--- src/rtl/fcvtsw_pipe_pkg.sv ---
// fcvtsw_pipe: shared FPU types and constants for the int32 -> single converter.
// Build option: FCVTSW_INEXACT_EN adds the inexact flag.
package fcvtsw_pipe_pkg;

  localparam logic [7:0] BIAS_PLUS_31 = 8'd158;

  typedef struct packed {
    logic        sign;
    logic [7:0]  exp;
    logic [22:0] man;
  } float_t;

  typedef struct packed {
    logic        v;
    logic        s;
    logic        z;
    logic [31:0] a;
  } s1_t;

  typedef struct packed {
    logic        v;
    logic        s;
    logic        z;
    logic [31:0] m;
    logic [7:0]  e;
  } s2_t;

endpackage

--- src/rtl/fcvtsw_pipe_if.sv ---
// fcvtsw_pipe: operand/result handshake bundle.
// Build option: FCVTSW_INEXACT_EN adds the inexact signal.
interface fcvtsw_pipe_if;

  logic [31:0] x;
  logic        in_valid;
  logic        in_ready;
  logic [31:0] y;
  logic        out_valid;
  logic        out_ready;
`ifdef FCVTSW_INEXACT_EN
  logic        inexact;
`endif

  modport master (
    output x, in_valid, out_ready,
    input  in_ready, y, out_valid
`ifdef FCVTSW_INEXACT_EN
    , input inexact
`endif
  );

  modport slave (
    input  x, in_valid, out_ready,
    output in_ready, y, out_valid
`ifdef FCVTSW_INEXACT_EN
    , output inexact
`endif
  );

endinterface

--- src/rtl/fcvtsw_pipe_lzc32.sv ---
// fcvtsw_pipe: 32-bit leading-zero counter.
// Zero input gives 0; callers handle zero separately.
module lzc32 (
  input  logic [31:0] a,
  output logic [4:0]  n
);

  // Scanning upward lets the highest set bit win.
  always_comb begin
    n = '0;
    for (int i = 0; i < 32; i++) begin
      if (a[i]) n = 5'(31 - i);
    end
  end

endmodule

--- src/rtl/fcvtsw_pipe.sv ---
// fcvtsw_pipe: 3-stage int32 -> IEEE single converter, RNE rounding.
// Build option: FCVTSW_INEXACT_EN adds the inexact output.
module fcvtsw_pipe
  import fcvtsw_pipe_pkg::*;
(
  input  logic clk,
  input  logic rst,
  fcvtsw_pipe_if.slave io
);

  logic        en;
  s1_t         s1_q;
  s2_t         s2_q;
  logic [4:0]  n;
  logic        up;
  logic [23:0] fr;
  logic [7:0]  e3;
  float_t      y_d;
  float_t      y_q;
  logic        ov_q;

  assign en          = !ov_q || io.out_ready;
  assign io.in_ready = en;
  assign io.out_valid = ov_q;
  assign io.y        = y_q;

  lzc32 u_lzc (
    .a (s1_q.a),
    .n (n)
  );

  // Mantissa carry-out bumps the exponent and clears f.
  always_comb begin
    up  = s2_q.m[7] && ((|s2_q.m[6:0]) || s2_q.m[8]);
    fr  = {1'b0, s2_q.m[30:8]} + {23'd0, up};
    e3  = s2_q.e + {7'd0, fr[23]};
    y_d = '0;
    if (!s2_q.z) begin
      y_d.sign = s2_q.s;
      y_d.exp  = e3;
      y_d.man  = fr[22:0];
    end
  end

  always_ff @(posedge clk) begin
    if (rst) begin
      s1_q <= '0;
      s2_q <= '0;
      ov_q <= 1'b0;
      y_q  <= '0;
    end else if (en) begin
      s1_q.v <= io.in_valid;
      s1_q.s <= io.x[31];
      s1_q.z <= (io.x == 32'd0);
      s1_q.a <= io.x[31] ? -io.x : io.x;
      s2_q.v <= s1_q.v;
      s2_q.s <= s1_q.s;
      s2_q.z <= s1_q.z;
      s2_q.m <= s1_q.a << n;
      s2_q.e <= BIAS_PLUS_31 - {3'd0, n};
      ov_q   <= s2_q.v;
      y_q    <= y_d;
    end
  end

`ifdef FCVTSW_INEXACT_EN
  logic inx_q;

  assign io.inexact = inx_q;

  always_ff @(posedge clk) begin
    if (rst) begin
      inx_q <= 1'b0;
    end else if (en) begin
      inx_q <= |s2_q.m[7:0];
    end
  end
`endif

endmodule
--- src/flat_wrapper.sv ---
// flat-port wrapper written by rule: the top's interface ports become plain ports
module fcvtsw_pipe_flat import fcvtsw_pipe_pkg::*;
  (clk, rst, io_x, io_in_valid, io_out_ready, io_in_ready, io_y, io_out_valid);
  fcvtsw_pipe_if io_i ();
  input  logic clk;
  input  logic rst;
  input wire logic [$bits(io_i.x)-1:0] io_x;
  input wire logic [$bits(io_i.in_valid)-1:0] io_in_valid;
  input wire logic [$bits(io_i.out_ready)-1:0] io_out_ready;
  output wire logic [$bits(io_i.in_ready)-1:0] io_in_ready;
  output wire logic [$bits(io_i.y)-1:0] io_y;
  output wire logic [$bits(io_i.out_valid)-1:0] io_out_valid;
  assign io_i.x = io_x;
  assign io_i.in_valid = io_in_valid;
  assign io_i.out_ready = io_out_ready;
  assign io_in_ready = io_i.in_ready;
  assign io_y = io_i.y;
  assign io_out_valid = io_i.out_valid;
  fcvtsw_pipe u_core (.clk(clk), .rst(rst), .io(io_i));
endmodule
--- config.mk ---
export PLATFORM = sky130hd
export DESIGN_NAME = fcvtsw_pipe_flat
export DESIGN_NICKNAME = d
export VERILOG_FILES = /design/src/rtl/fcvtsw_pipe_pkg.sv /design/src/rtl/fcvtsw_pipe_if.sv /design/src/rtl/fcvtsw_pipe_lzc32.sv /design/src/rtl/fcvtsw_pipe.sv /design/src/flat_wrapper.sv
export SDC_FILE = /design/constraint.sdc
export NUM_CORES = 1
export LEC_CHECK = 0
export CORE_MARGIN = 8
export CORE_UTILIZATION = 60
export DETAILED_ROUTE_END_ITERATION = 6
export PLACE_DENSITY = 0.83
export REMOVE_ABC_BUFFERS = 1
export SYNTH_ARGS = -nofsm -noshare
export SYNTH_HDL_FRONTEND = slang
export SYNTH_SLANG_ARGS = --single-unit
--- constraint.sdc ---
create_clock -name clk -period 7.4 [get_ports clk]
set_input_delay 1.48 -clock clk [delete_from_list [all_inputs] [get_ports clk]]
set_output_delay 1.48 -clock clk [all_outputs]
set_load 0.02 [all_outputs]
==> impl_metrics.json <==
{
  "wl_per_cell_microns": 18.4,
  "instances_no_fill": 1073,
  "placed_area_sq_um": 7730,
  "cpPeakStageDelay_ns": 0.56,
  "fin_util": 0.699,
  "synth-seq-cells": 110,
  "vias": 6909,
  "async_flop_share": 0,
  "multi_input_area_sq_um": 4530,
  "cts_buffers": 9,
  "insertedDiodeCount": 0,
  "synth_cell_types": 64,
  "fin_tns_setup_ns": 0,
  "slew_headroom": 0.294,
  "viasPerCell": 6.44,
  "cts_resized": 0,
  "cts_hold_buf": 0,
  "p_per_area_nw_per_um2": 232,
  "die-area_sq_um": 15600,
  "skew_ns": 0.00798,
  "grt.met1_usage": 0.313,
  "dr.pass1.iters": 5,
  "htree_levels": 3,
  "dpl.hpwl_mm": 14.2,
  "leakage_nw": 3.04,
  "final_nets": 966,
  "busiest_layer": "met2",
  "drive_gt1_frac": 0.0624,
  "grt_pass1_vias": 6439,
  "synth_top_cell_by_area": "dfxtp_1",
  "syn_inst": 919,
  "grt_usage": 0.245,
  "slew_violations": 0,
  "clkSinkCount": 110,
  "clockBufferDepth": 2,
  "finalCritPeriodShare": 0.640,
  "drtAntennaViolNets": 0,
  "syn_avg_cell_area_sq_um": 7.73,
  "clkLatencyLatePin_ns": 0.36,
  "grt_max_degree": 92,
  "synthDominantCellAreaShare": 0.310,
  "synthFlopType": "dfxtp_1",
  "crit_buf_inv": 1,
  "peakVddDrop_v": 0.000174,
  "start_kind": "input pin",
  "crit_type": "input pin to flip-flop",
  "drt_wl_total_mm": 19.7,
  "die_width_microns": 125,
  "yosysSeqAreaShare": 0.310,
  "drv_cap": 0,
  "placed_cells": 1057,
  "synth_edf_count": 0,
  "ys_top_cells_by_count": "128 x nor2_1, 110 x dfxtp_1, 83 x nand2_1",
  "die_h_microns": 125,
  "synth.most_common_cell": "nor2_1",
  "hp-class": "flip-flop to flip-flop",
  "initial_core_util": 0.620,
  "gp_congestion": 0.903,
  "p_total_mw": 1.86,
  "status": "finished, final reports clean",
  "hold_violations": 0,
  "synth_area_leaders": "dfxtp_1 31%, nor2_1 6.8%, mux2i_1 5.6%",
  "core_area_sq_um": 11500,
  "setup_viol": 0,
  "crit_top_cell": "or3_4",
  "yosys_warnings": 0,
  "met3_usage": 0.0409,
  "cp_max_fo": 4,
  "grt_pass1_wl_mm": 32.3,
  "cts-root-buf": "clkbuf_16",
  "overflow": 0,
  "drt_iter0_drc": 528,
  "crit_family": "simple AND/OR/NAND/NOR gates",
  "antenna_found_initial": 0,
  "path_cells": "clkdlybuf4s50_1 -> or4_4 -> or3_4 -> or3_4 -> or3_4 -> or4_4 -> or3_4 -> o31ai_4 -> xor2_1 -> a211oi_1",
  "area_growth_pct": 12.9,
  "io_buffers": 69,
  "end_kind": "flip-flop",
  "seqCellArea_sq_um": 2200,
  "cts_tree": "yes",
  "syn-cell-area_sq_um": 7110,
  "rsz0062_at_grt": "no",
  "num_rows": 39,
  "finalWorstPathRequiredPeriod_ns": 4.73,
  "crit_required_ns": 7.60,
  "cts_setup_buffers": 0,
  "grt_use_met2": 0.389,
  "fill_cells": 963,
  "final_cell_area_sq_um": 8020,
  "crit_slowest_cell": "or4_4",
  "worst_pin_slew_ns": 1.06,
  "clkTransAtPathRegs_ns": 0.07,
  "ios": 70,
  "fmax_mhz": 211,
  "cp.arrival_ns": 4.93,
  "post-route-drc-count": 0
}
==> sequential cells by signal, indices dropped and copies added (netlist names) <==
name / count
u_core.s1_q: 35
u_core.s2_q: 42
u_core.io.y: 32
u_core.io.out_valid: 1
==> kinds of logic (layout without fill, tap and decap cells) <==
group           Yosys count  in the layout  synth area share
compound gates          258            258             0.255
fa+ha+maj                 5              5           0.00880
mux                      54             54            0.0785
flops                   110            110             0.310
buf+inv                  98            109            0.0533
xor+xnor                 59             59            0.0727
simple gates            335            335             0.222
==> per-stage QoR <==
step | hold slack [ns] | worst slack (ns)
final | 0.457 | 2.67
after global routing | 0.475 | 2.60
after CTS | 0.460 | 2.67
after detailed placement | 0.444 | 2.30
after global placement | 0.438 | 2.40
after floorplan | 0.426 | 0.0942
==> report_power, final <==
part / total, mW / internal, mW / switching [mW]
registers: 0.753 / 0.667 / 0.0859
clock network: 0.473 / 0.250 / 0.223
logic: 0.638 / 0.275 / 0.363
total: 1.86 / 1.19 / 0.672
==> routing by layer <==
layer,vias to the layer above,share of wire
li1,3366,-
met1,3227,0.44
met2,276,0.46
met3,40,0.061
met4,0,0.035
met5,-,0
==> cell usage in the layout, fill, tap and decap left out, types with 35 or more instances in the layout <==
cell type        Yosys  final
mux2i_1             40     40
a211oi_1            38     38
clkdlybuf4s50_1      0     68
nor2_1             128    128
nand2_1             83     83
a21oi_1             37     37
o21ai_0             42     42
a22oi_1             35     35
xor2_1              38     38
dfxtp_1            110    110
==> worst min-delay path, delay by kind of cell, from the launching register on <==
| kind | cells | cell delay (ns) |
|---|---|---|
| simple gates | 1 | 0.04 |
| flops | 1 | 0.33 |
| compound gates | 1 | 0.05 |
==> path summary, 6_finish.rpt <==
| kind | startpoint | to | slack, ns | depth (start not counted) |
|---|---|---|---|---|
| max | io_x[8] | u_core.s1_q[30]$_SDFFE_PP0P_ | 2.67 | 10 |
| min | u_core.io.y[22]$_SDFFE_PP0P_ | u_core.io.y[22]$_SDFFE_PP0P_ | 0.46 | 2 |
| max reg2reg | u_core.s1_q[17]$_SDFFE_PP0P_ | u_core.s2_q[37]$_SDFFE_PP0P_ | 3.24 | 11 |
| min reg2reg | u_core.io.y[22]$_SDFFE_PP0P_ | u_core.io.y[22]$_SDFFE_PP0P_ | 0.46 | 2 |
==> layout make-up <==
cell class | count | area share
clock buffers | 13 | 0.0324
clock inverters | 3 | 0.00312
inverters | 12 | 0.00562
multi-input cells | 711 | 0.565
flip-flops and latches | 110 | 0.275
well taps | 143 | 0.0223
repair buffers | 81 | 0.0967
Note: power is estimated with default switching activity, not from simulation.
